<file path="src/rtl/priority_encoder_pipe.sv">
// Registered N:log2(N) priority encoder with fixed or round-robin priority and valid/ready on both sides.
// Define PRIO_ENC_COUNT_EN to add the registered population-count output out_cnt.
module priority_encoder_pipe #(
    parameter int N = 8,
    parameter int W = $clog2(N)
) (
    input  logic         clk,
    input  logic         rst_n,
    input  logic [N-1:0] req_i,
    input  logic         mode_i,
    input  logic         in_valid,
    output logic         in_ready,
    output logic         out_valid,
    input  logic         out_ready,
    output logic [W-1:0] out_idx,
    output logic         out_any
`ifdef PRIO_ENC_COUNT_EN
    ,
    output logic [$clog2(N+1)-1:0] out_cnt
`endif
);

    localparam int unsigned  NU      = N;
    localparam logic [W-1:0] PTR_RST = W'(N - 1);

    logic [W-1:0] ptr;
    logic [W-1:0] fix_idx;
    logic [W-1:0] rr_idx;
    logic [W-1:0] win;
    logic         any;
    logic         accept;

    // Position reached after 'step' moves down from p, wrapping 0 -> N-1.
    function automatic logic [W-1:0] rr_pos(input logic [W-1:0] p, input int unsigned step);
        int unsigned base;
        base = 32'(p) + NU;
        return W'((base - step) % NU);
    endfunction

    assign any      = |req_i;
    assign in_ready = !out_valid || out_ready;
    assign accept   = in_valid && in_ready;
    assign win      = mode_i ? rr_idx : fix_idx;

    always_comb begin
        fix_idx = '0;
        for (int unsigned i = 0; i < NU; i++) begin
            if (req_i[i]) fix_idx = W'(i);
        end
    end

    always_comb begin
        rr_idx = '0;
        // Walk the search order from its far end so the earliest hit is the last assignment.
        for (int unsigned k = 0; k < NU; k++) begin
            if (req_i[rr_pos(ptr, NU - 1 - k)]) rr_idx = rr_pos(ptr, NU - 1 - k);
        end
    end

    always_ff @(posedge clk or negedge rst_n) begin
        if (!rst_n) begin
            out_valid <= 1'b0;
            out_idx   <= '0;
            out_any   <= 1'b0;
            ptr       <= PTR_RST;
        end else if (accept) begin
            out_valid <= 1'b1;
            out_any   <= any;
            out_idx   <= any ? win : '0;
            if (mode_i && any) begin
                ptr <= (win == '0) ? PTR_RST : win - W'(1);
            end
        end else if (out_ready) begin
            out_valid <= 1'b0;
        end
    end

`ifdef PRIO_ENC_COUNT_EN
    localparam int CW = $clog2(N + 1);

    logic [CW-1:0] cnt;

    always_comb begin
        cnt = '0;
        for (int unsigned i = 0; i < NU; i++) begin
            cnt = cnt + CW'(req_i[i]);
        end
    end

    always_ff @(posedge clk or negedge rst_n) begin
        if (!rst_n) begin
            out_cnt <= '0;
        end else if (accept) begin
            out_cnt <= cnt;
        end
    end
`endif

endmodule

</file>
<file path="config.mk">
export PLATFORM = sky130hd
export DESIGN_NAME = priority_encoder_pipe
export DESIGN_NICKNAME = d
export VERILOG_FILES = /design/src/rtl/priority_encoder_pipe.sv
export SDC_FILE = /design/constraint.sdc
export NUM_CORES = 1
export LEC_CHECK = 0
export ABC_AREA = 1
export CORE_UTILIZATION = 47
export CTS_CLUSTER_SIZE = 14
export DETAILED_ROUTE_END_ITERATION = 16
export PLACE_DENSITY = 0.82
export SYNTH_ARGS = -nofsm -noshare
export SYNTH_HDL_FRONTEND = slang
export SYNTH_SLANG_ARGS = --single-unit
export TNS_END_PERCENT = 5
</file>
<file path="constraint.sdc">
create_clock -name clk -period 2.7 [get_ports clk]
set_input_delay 0.675 -clock clk [delete_from_list [all_inputs] [get_ports clk]]
set_output_delay 0.675 -clock clk [all_outputs]
set_load 0.01 [all_outputs]
</file>
== Word level (Yosys, flattened, before mapping) ==
Index checks and enable logic that the tools add are counted.

* Register bits after elaboration: 8
* Input bits: 13
* Word-level logic and storage cells: 65

* Add/sub/neg operators: 9
* $lt $le $gt $ge: 8
* Multiplexer cells: 36
* Reduce and logical (&&, ||, !) cells: 8

{| class="wikitable"
|+ Operators with widths
! operator !! count
|-
| $mux W3 || 16
|-
| $lt A3 B4 Y1 const B || 8
|-
| $bmux W1 S3 || 8
|-
| $sub A3 B3 Y3 const B || 4
|-
| $mux W1 || 11
|-
| $reduce_or A8 Y1 || 1
|-
| $sub A3 B1 Y3 const B || 2
|-
| $sub A3 B2 Y3 const B || 2
|-
| $add A3 B1 Y3 const B || 1
|-
| $logic_not A3 Y1 || 1
|-
| $logic_and A1 B1 Y1 || 2
|-
| $mux W2 || 1
|-
| $reduce_and A2 Y1 || 1
|-
| $reduce_bool A2 Y1 || 1
|-
| $logic_not A1 Y1 || 1
|-
| $logic_or A1 B1 Y1 || 1
|}

== Logic depth before layout (Yosys ltp) ==
* Depth in word-level cells: 15
* Gate-level depth with buffers: 23
* Depth with buffers taken out: 21

== Worst setup path after synthesis ==
OpenSTA, ideal clock, no wires.

* Kind: flip-flop to flip-flop
* Start point: register ptr[0]
* End point: register ptr[2]
* Setup time: 0.079 ns
* Arrival: 2.680 ns
* Required time: 2.621 ns
* Slack: -0.059 ns
* Stages on the path, launching flop included: 22
* Path buffers: 2
* Clock period less this slack: 2.759 ns
* Cells stage by stage: dfstp_2 > buf_6 > inv_4 > buf_8 > ha_1 > inv_2 > nand3_1 > nand3_2 > nand2_2 > inv_2 > nand2_1 > nand2_1 > nand2_1 > nand2_1 > nand2_1 > a21oi_2 > nand2_1 > nand2_2 > inv_1 > ha_1 > ha_1 > o21ai_0

* Word-level cells in the longest chain between the ends: 15
* Elaborated cells between the ends (all ways): 36

{| class="wikitable"
|+ RTL lines
! what !! RTL line !! text
|-
| from (decl) || 26 || <nowiki>logic [W-1:0] ptr;</nowiki>
|-
| from (signal assigned) || 71 || <nowiki>ptr <= (win == '0) ? PTR_RST : win - W'(1);</nowiki>
|-
| $add A3 B1 Y3 (*) || 36 || <nowiki>base = 32'(p) + NU;</nowiki>
|-
| $sub A3 B3 Y3 || 37 || <nowiki>return W'((base - step) % NU);</nowiki>
|-
| $bmux W1 S3 || 56 || <nowiki>if (req_i[rr_pos(ptr, NU - 1 - k)]) rr_idx = rr_pos(ptr, NU - 1 - k);</nowiki>
|-
| $mux W1 (not written as such) || 56 ||
|-
| $mux W3 (7 in a row) || 56 ||
|-
| $mux W3 (*) || 56 ||
|-
| $mux W3 (*) || 43 || <nowiki>assign win = mode_i ? rr_idx : fix_idx;</nowiki>
|-
| $sub A3 B1 Y3 or $logic_not A3 Y1 (tied branches) || 71 ||
|-
| $mux W3 (*) || 71 ||
|}

Every way passes the cells marked *; elsewhere a longest branch is shown, timed or not. The select of a mux whose other input is x is not followed.
A chain may end at the register's enable or synchronous reset.

== Final worst setup path ==
* Start point: register ptr[1]
* End point: register ptr[2]

Same word-level chain as after synthesis.

==> metrics.cfg <==
[final_layout]
drive_above_1_share_pct = 33.91
design_area_mm2 = 0.001652
syn_to_final_growth_pct = 51.20
layout.cells.non_filler = 261
n_antenna_cell = 0
fillerInstances = 153
layout_common_cells = nand2_1, buf_4, inv_1
utilization_pct = 75.39
final_common_cell = nand2_1
finish.net_count = 251

[grt]
grt_pass1_wl_um = 5616
antenna_found_initial = 0
grt_use_total_pct = 29.07
grt_pass1_vias = 1332
gr-total-overflow = 0
grt_max_degree = 12

[drt]
routed_wl_um = 3644
firstDrtPassIters = 4
ant_nets = 0
wl_per_cell_um = 13.96
drc = 0
num_vias = 1406
initialDrtViolationCount = 47
avgViaCountPerCell = 5.387

[status]
status = complete, no violations

[synthesis]
seq_area_frac_synth_pct = 18.67
synth_fp_nets = 203
ys_ff_latch = 8
synth_area_leaders = nand2_1, nand3_1, dfrtp_1
yosysTopAreaCell = nand2_1
yosysTopAreaCellShare_pct = 24.40
syn_area_mm2 = 0.001092
yosys.cell_types.count = 26
postSynthCellCount = 186
ys_warn_count = 0
syn_area_per_cell_um2 = 5.873

[floorplan]
start_util_pct = 49.86
die_w_um = 50.21
die_area_mm2 = 0.002521
std_cell_rows = 17
core-area_mm2 = 0.002191
ios = 19
die_h_um = 50.21

[critical_path]
cp_common_cell = nand2_2
start_kind = register
critPathKind = reg -> reg
rrSetupSlack_ns = 0.09
cp_slowest_stage_delay_ns = 0.55
cp-end-kind = register
worstRegToRegCells = 17
r2r_end = ptr[2]$_DFFE_PN1P_
crit_path_top_delay_cell = dfstp_2
worstPathRequired_ns = 2.90
r2r_start = ptr[1]$_DFFE_PN1P_
crit_chain = inv_2, ha_4, buf_4, nand3_1, nand3_1, nand2_2, inv_1, nand2_1, nand2_1, nand2_2, a21oi_2, nand2_2, nand2_2, inv_1, ha_2, ha_1, o21ai_1
crit_fanout = 6
arrival_ns = 2.81

[power_and_ir_drop]
power.total_mw = 2.571
power_density_mw_per_mm2 = 1557
peakVddDrop_mv = 0.8766
leakagePower_nw = 0.9464

[placement]
portBuffers = 18
placed_area_mm2 = 0.001466
gp_congestion = 0.9593
dpl.hpwl_um = 2601
placed_cells = 254

[timing]
setup_violations = 0
finalMaxSlewViolations = 0
fin_worst_skew_ns = 0.01571
hold_violations = 0
hold_ws_ns = 0.4898
period_needed_ns = 2.606
relSlewSlack_pct = 75.88
tightest_slew_ns = 0.3606
period_share_pct = 96.53
max_freq_ghz = 0.3837

[hold_path]
min-delay-start = out_any$_DFFE_PN0P_
whs_endpoint = out_any$_DFFE_PN0P_
holdPathStages = 2
hold_path_class = reg -> reg

[clocking]
htreeDepth = 1
clkSinkCount = 8
cts_tree = done
cts_max_path_buffers = 2
clk-insertion-delay-late_ns = 0.27
cts-root-buf = clkbuf_4
cts_buffers = 3
hold_buffers = 0
clk_pin_slew_worst_paths_ns = 0.07

[job]
maxCapViolCount = 0

timing repair:
action	in CTS	in global routing
setup endpoints to repair	1	3
gates resized for setup	3	32
hold endpoints to repair	0	0
setup buffers	0	3
cloned	0	0
pin swaps	0	7
synth_stat cells (all sizes together):
library cell	number
a41oi	1
inv	27
xnor2	1
dfstp	3
nor3	1
nand3	34
o21a	1
a21oi	12
ha	4
o21ai	5
nand2	79
buf	4
nand4	1
xor2	1
dfrtp	5
a31oi	1
nor2	6
stage by stage:
step	setup TNS, ns	worst slack, ns
finish	0	0.09374
global route	-0.04005	-0.02312
CTS	0	0.03129
detailed placement	-0.5711	-0.2651
global placement	-0.3884	-0.1905
floorplan	0	0.008614
layout make-up:
class | count | area [um2] | share of cell area [%]
multi-input combinational | 147 | 850.8 | 51.52
timing repair buffer | 47 | 429.2 | 25.98
inverter | 27 | 106.4 | 6.439
clock buffer | 4 | 26.28 | 1.591
sequential | 8 | 203.9 | 12.35
tap | 28 | 35.03 | 2.121
worst max path at each step:
stage / from / to / slack (ns) / cells past startpoint
floorplan: ptr[0]$_DFFE_PN1P_ / ptr[2]$_DFFE_PN1P_ / 0.009 / 22
CTS: req_i[2] / ptr[2]$_DFFE_PN1P_ / 0.03 / 17
finish: ptr[1]$_DFFE_PN1P_ / ptr[2]$_DFFE_PN1P_ / 0.09 / 17
global route: ptr[0]$_DFFE_PN1P_ / ptr[2]$_DFFE_PN1P_ / -0.02 / 17
global placement: req_i[5] / ptr[2]$_DFFE_PN1P_ / -0.19 / 14
detailed placement: req_i[5] / ptr[2]$_DFFE_PN1P_ / -0.27 / 14
state kept, by name, summed over array words and instances, names as in the netlist:
register	flops
out_idx	3
ptr	3
out_any	1
out_valid	1
metal layers:
metal | global-route usage (%) | up-vias | part of all wire, %
li1 | - | 690 | -
met1 | 33.58 | 637 | 41
met2 | 51.33 | 64 | 51
met3 | 2.121 | 15 | 4.3
met4 | 18.10 | 0 | 3.7
met5 | 0 | - | 0
cell families after synthesis:
family,Yosys count,synth area share [%]
AOI/OAI and AO/OA,20,10.54
xor gates and xnor gates,2,2.292
adders and majority gates,4,4.582
buffers and inverters,31,13.06
DFF,8,18.67
and+or+nand+nor,121,50.86
power by group:
| part | switching, mW | internal [mW] | total [mW] |
|---|---|---|---|
| combinational | 1.24 | 0.976 | 2.22 |
| clock | 0.0482 | 0.0569 | 0.105 |
| sequential | 0.0622 | 0.185 | 0.247 |
worst max-delay path: cells and delay by family (launching register included):
kind | cells | cell delay [ns]
compound gates | 2 | 0.26
fa+ha+maj | 3 | 0.76
buf+inv | 4 | 0.32
flops | 1 | 0.55
simple gates | 8 | 0.66
No activity file was read; power rests on OpenSTA's default activity.
